### src/rtl/bsg_fpu_classify_arb.sv
// Round-robin arbitrated binary16 classifier shared by num_req_p requesters.
// One-entry output register holds the one-hot fclass result tagged with the winner.
module bsg_fpu_classify_arb #(
   parameter int unsigned num_req_p = 4,
   parameter int unsigned e_p       = 5,
   parameter int unsigned m_p       = 10,
   localparam int unsigned op_w_lp    = 1 + e_p + m_p,
   localparam int unsigned tag_w_lp   = (num_req_p > 1) ? $clog2(num_req_p) : 1,
   localparam int unsigned class_w_lp = 16
) (
   input  logic                         clk_i,
   input  logic                         reset_i,
   input  logic [num_req_p-1:0]         v_i,
   input  logic [num_req_p*op_w_lp-1:0] data_i,
   output logic [num_req_p-1:0]         ready_o,
   output logic                         v_o,
   output logic [class_w_lp-1:0]        class_o,
   output logic [tag_w_lp-1:0]          tag_o,
   input  logic                         yumi_i
);

   localparam int unsigned sum_w_lp = tag_w_lp + 1;

   typedef enum logic [0:0] {
      empty_s = 1'b0,
      full_s  = 1'b1
   } state_e;

   state_e                  state_q, state_d;
   logic [tag_w_lp-1:0]     ptr_q, ptr_d;
   logic [class_w_lp-1:0]   class_q, class_d;
   logic [tag_w_lp-1:0]     tag_q, tag_d;

   logic                    accept;
   logic                    gnt_found;
   logic                    grant;
   logic [tag_w_lp-1:0]     gnt_idx;
   logic [tag_w_lp-1:0]     cand;
   logic [sum_w_lp-1:0]     idx_sum;
   logic [op_w_lp-1:0]      op_sel;

   // fclass bit order: -inf,-norm,-sub,-zero,+zero,+sub,+norm,+inf,sNaN,qNaN
   function automatic logic [class_w_lp-1:0] classify(input logic [op_w_lp-1:0] op);
      logic              sign;
      logic [e_p-1:0]    ex;
      logic [m_p-1:0]    mn;
      logic              ex_max, ex_zero, mn_zero;
      logic [class_w_lp-1:0] cls;
      sign    = op[op_w_lp-1];
      ex      = op[op_w_lp-2 -: e_p];
      mn      = op[m_p-1:0];
      ex_max  = &ex;
      ex_zero = ~|ex;
      mn_zero = ~|mn;
      cls     = '0;
      cls[0]  = ex_max & mn_zero & sign;
      cls[1]  = ~ex_max & ~ex_zero & sign;
      cls[2]  = ex_zero & ~mn_zero & sign;
      cls[3]  = ex_zero & mn_zero & sign;
      cls[4]  = ex_zero & mn_zero & ~sign;
      cls[5]  = ex_zero & ~mn_zero & ~sign;
      cls[6]  = ~ex_max & ~ex_zero & ~sign;
      cls[7]  = ex_max & mn_zero & ~sign;
      cls[8]  = ex_max & ~mn_zero & ~mn[m_p-1];
      cls[9]  = ex_max & mn[m_p-1];
      return cls;
   endfunction

   assign accept = (state_q == empty_s) | yumi_i;

   // First valid requester at or after the pointer, searching upward with wrap
   always_comb begin : arb
      gnt_found = 1'b0;
      gnt_idx   = '0;
      idx_sum   = '0;
      cand      = '0;
      for (int unsigned k = 0; k < num_req_p; k++) begin
         idx_sum = sum_w_lp'(ptr_q) + sum_w_lp'(k);
         if (idx_sum >= sum_w_lp'(num_req_p)) begin
            idx_sum = idx_sum - sum_w_lp'(num_req_p);
         end
         cand = tag_w_lp'(idx_sum);
         if (!gnt_found && v_i[cand]) begin
            gnt_found = 1'b1;
            gnt_idx   = cand;
         end
      end
   end

   assign grant = accept & gnt_found & ~reset_i;

   always_comb begin : op_mux
      op_sel = '0;
      for (int unsigned i = 0; i < num_req_p; i++) begin
         if (gnt_idx == tag_w_lp'(i)) begin
            op_sel = data_i[i*op_w_lp +: op_w_lp];
         end
      end
   end

   // State register
   always_ff @(posedge clk_i) begin
      if (reset_i) begin
         state_q <= empty_s;
         ptr_q   <= '0;
         class_q <= '0;
         tag_q   <= '0;
      end else begin
         state_q <= state_d;
         ptr_q   <= ptr_d;
         class_q <= class_d;
         tag_q   <= tag_d;
      end
   end

   // Next state: a grant always refills, otherwise a dequeue empties
   always_comb begin : next_state
      state_d = state_q;
      ptr_d   = ptr_q;
      class_d = class_q;
      tag_d   = tag_q;
      if (grant) begin
         state_d = full_s;
         class_d = classify(op_sel);
         tag_d   = gnt_idx;
         ptr_d   = (gnt_idx == tag_w_lp'(num_req_p - 1)) ? '0 : gnt_idx + tag_w_lp'(1);
      end else if (yumi_i && (state_q == full_s)) begin
         state_d = empty_s;
      end
   end

   always_comb begin : outputs
      ready_o = '0;
      if (grant) begin
         ready_o[gnt_idx] = 1'b1;
      end
      v_o     = (state_q == full_s);
      class_o = class_q;
      tag_o   = tag_q;
   end

   yumi_only_when_valid: assert property (@(posedge clk_i) disable iff (reset_i) !(yumi_i && !v_o))
      else $error("yumi_i asserted while v_o is low");

endmodule

### config.mk
export PLATFORM = sky130hd
export DESIGN_NAME = bsg_fpu_classify_arb
export DESIGN_NICKNAME = d
export VERILOG_FILES = /design/src/rtl/bsg_fpu_classify_arb.sv
export SDC_FILE = /design/constraint.sdc
export NUM_CORES = 1
export LEC_CHECK = 0
export ABC_AREA = 1
export BUFFER_PORTS_ARGS = -buffer_cell sky130_fd_sc_hd__buf_2
export CAP_MARGIN = 20
export CORE_ASPECT_RATIO = 1.25
export CORE_MARGIN = 2
export CORE_UTILIZATION = 43
export DETAILED_ROUTE_END_ITERATION = 7
export GPL_ROUTABILITY_DRIVEN = 0
export PLACE_DENSITY = 0.88
export SYNTH_ARGS = -nofsm -noshare
export SYNTH_HDL_FRONTEND = slang
export SYNTH_SLANG_ARGS = --single-unit
### constraint.sdc
create_clock -name clk_i -period 3.7 [get_ports clk_i]
set_clock_uncertainty 0.15 [all_clocks]
set_input_delay 0.37 -clock clk_i [delete_from_list [all_inputs] [get_ports clk_i]]
set_output_delay 0.37 -clock clk_i [all_outputs]
set_load 0.05 [all_outputs]
==> impl_metrics.toml <==
[setup_path]
setup.worst_path.end_class = "register"
worst-setup-path-type = "register to register"
critPathMaxFanout = 14
cpMaxStageDelayCell = "dfxtp_2"
arrival_ns = 3.34
critPathMaxStageDelay_ns = 0.46
worstPathCellList = "inv_1, nand2_1, nand2_1, nand2_1, nand2_2, nor2_4, nand2_1, o211ai_1, nand2_1, inv_1, ha_1, inv_2, nor2_1, nor2_1, a22oi_1, nand2_1, a21oi_1, nand3_1, a21oi_2"
cpMostUsedCell = "nand2_1"
crit_required_ns = 3.74
critPathLaunchType = "register"

[finish]
nets = 408
area_delta_synth_final_pct = 30.5
drive_gt1_share_pct = 38.6
n_fill_cell = 325
antenna_cells = 0

[yosys]
synth_area_leaders = "dfxtp_1 20%, nand2_1 18%, nor2_1 7.3%"
synthXorXnorAreaFrac_pct = 0.585
yosys-top-cells-count = "70 x nand2_1, 29 x nor2_1, 22 x inv_1, 18 x nand3_1, 15 x dfxtp_1"
synth_compound_area_share_pct = 19.7
synth_area_mm2 = 0.00150
synth_top_area_share_pct = 20.1
muxShareOfSynthArea_pct = 0
synth.distinct_cells = 33
synth_warnings = 0
synthArstFlopShare_pct = 0
synth-simple-area-share_pct = 43.4
synth_most_common_cell = "nand2_1"
synth_top_family_by_area = "simple AND/OR/NAND/NOR gates"
seq_area_frac_synth_pct = 20.1
yosysTopAreaCell = "dfxtp_1"
avgSynthCellArea_um2 = 6.04
synth_edf_count = 0
netlist_instances = 248
ys.flop_type = "dfxtp_1"
synthAdderAreaFrac_pct = 3.34
yosys_register_bits = 15

[floorplanning]
row_count = 23
start_util_pct = 45.7
dieArea_mm2 = 0.00397
die_h_um = 70.0
coreArea_mm2 = 0.00328
io_pins = 94
die_w_um = 56.8

[sta]
hold_viol = 0
fin_crit_ns = 3.29
setup_tns_ns = 0
drv_slew = 0
finalCritPeriodShare_pct = 89.0
rsz0062_at_grt = "false"
fmax_ghz = 0.304
setup_viol_count_final = 0

[clocking]
cts_root_buf = "clkbuf_8"
cts_tree = "yes"
clkSinkCount = 15
cts_setup_buffers = 0
numCtsBuffers = 3
ctsResizeCount = 0
clk_pin_slew_worst_paths_ns = 0.06
cts_buffer_depth = 2
cts_hold_buffers = 0
clock_latency_ns = 0.25
h-tree-depth = 1

[min_path]
hold_class = "input pin to register"

[placement]
hpwlAfterDp_um = 3290
portBuffers = 87

[grt]
grt_usage_pct = 19.0
antenna_found_initial = 0
grt_max_degree = 25
grt_first_pass_wirelength_um = 6150
grt_overflow = 0
grt_pass1_vias = 1557

[drt]
drt_iter0_markers = 37
finalWirelength_um = 3920
drc_errors = 0
drt_pass1_iterations = 4
final_antenna_net_count = 0
dr_total_vias = 1810
wire_per_inst_um = 10.6
avgViaCountPerCell = 4.91

[flow_run]
maxCapViolCount = 0

[status]
outcome = "completed"
state kept, by name (all words and copies together) (netlist names):
signal	cells
v_o	1
class_o	10
ptr_q	2
tag_o	2
metal layers:
| metal | wire length, um | global-route usage [%] | up-vias |
|---|---|---|---|
| li1 | - | - | 955 |
| met1 | 1560 | 20.3 | 777 |
| met2 | 2000 | 37.0 | 73 |
| met3 | 297 | 1.85 | 5 |
| met4 | 64 | 7.75 | 0 |
| met5 | 0 | 0 | - |
kinds of logic (layout without fill, tap and decap cells):
logic type | after synthesis | in the layout
buffers and inverters | 37 | 116
and+or+nand+nor | 144 | 144
other | 1 | 6
xor gates and xnor gates | 1 | 1
DFF | 15 | 15
AOI/OAI and AO/OA | 46 | 46
adders and majority gates | 4 | 4
path summary, 6_finish.rpt:
| check | start | to | depth (start not counted) | slack, ns |
|---|---|---|---|---|
| worst min-delay path | reset_i | class_o[6]$_SDFFE_PP0P_ | 2 | 0.31 |
| worst max register to register | ptr_q[0]$_SDFFE_PP0P_ | class_o[4]$_SDFFE_PP0P_ | 19 | 0.41 |
| worst min register to register | class_o[2]$_SDFFE_PP0P_ | class_o[2]$_SDFFE_PP0P_ | 2 | 0.32 |
| worst max-delay path | ptr_q[0]$_SDFFE_PP0P_ | class_o[4]$_SDFFE_PP0P_ | 19 | 0.41 |
placed cells by master (no fill, tap or decap), types with 2 or more instances in the layout:
cell,netlist,layout
o21ai_1,4,4
nor2_1,29,29
ha_1,4,4
nand2_1,70,70
inv_2,2,2
clkbuf_8,0,3
a21oi_1,14,14
nand3_1,18,18
inv_1,22,22
nand4_1,3,3
o21ai_0,13,13
nand2_2,12,12
nand3_2,3,3
buf_2,1,87
dfxtp_1,15,14
a21oi_2,10,10
nor2_2,3,3
conb_1,1,6
layout make-up:
| type | instances | area, um^2 | area share [%] |
|---|---|---|---|
| repair buffers | 88 | 443 | 22.7 |
| multi-input cells | 201 | 1030 | 52.6 |
| clock buffers | 3 | 41.3 | 2.11 |
| flip-flops and latches | 15 | 302 | 15.4 |
| clock inverters | 1 | 5.00 | 0.256 |
| well taps | 37 | 46.3 | 2.37 |
| inverters | 24 | 90.1 | 4.61 |
per-stage QoR:
stage | setup WS [ns] | instances | cell area [um^2] | utilization [%] | hold WS (ns)
after floorplan | 0.760 | 253 | 1520 | - | 0.389
after global placement | 0.383 | 365 | 1910 | 58.1 | 0.312
after detailed placement | 0.264 | 365 | 1910 | 58.1 | 0.316
after CTS | 0.250 | 369 | 1950 | 59.5 | 0.310
after global routing | 0.0193 | 369 | 1950 | 59.6 | 0.327
final | 0.408 | 369 | 1950 | 59.6 | 0.311
critical path, delay by kind of cell (launching register included):
kind / cells / cell delay, ns
AOI/OAI and AO/OA: 4 / 0.76
adders and majority gates: 1 / 0.37
buffers and inverters: 3 / 0.37
DFF: 1 / 0.46
and+or+nand+nor: 11 / 1.12
Power is not shown: default switching activity piles up to over one toggle a cycle in this logic, so the estimate is an artifact.
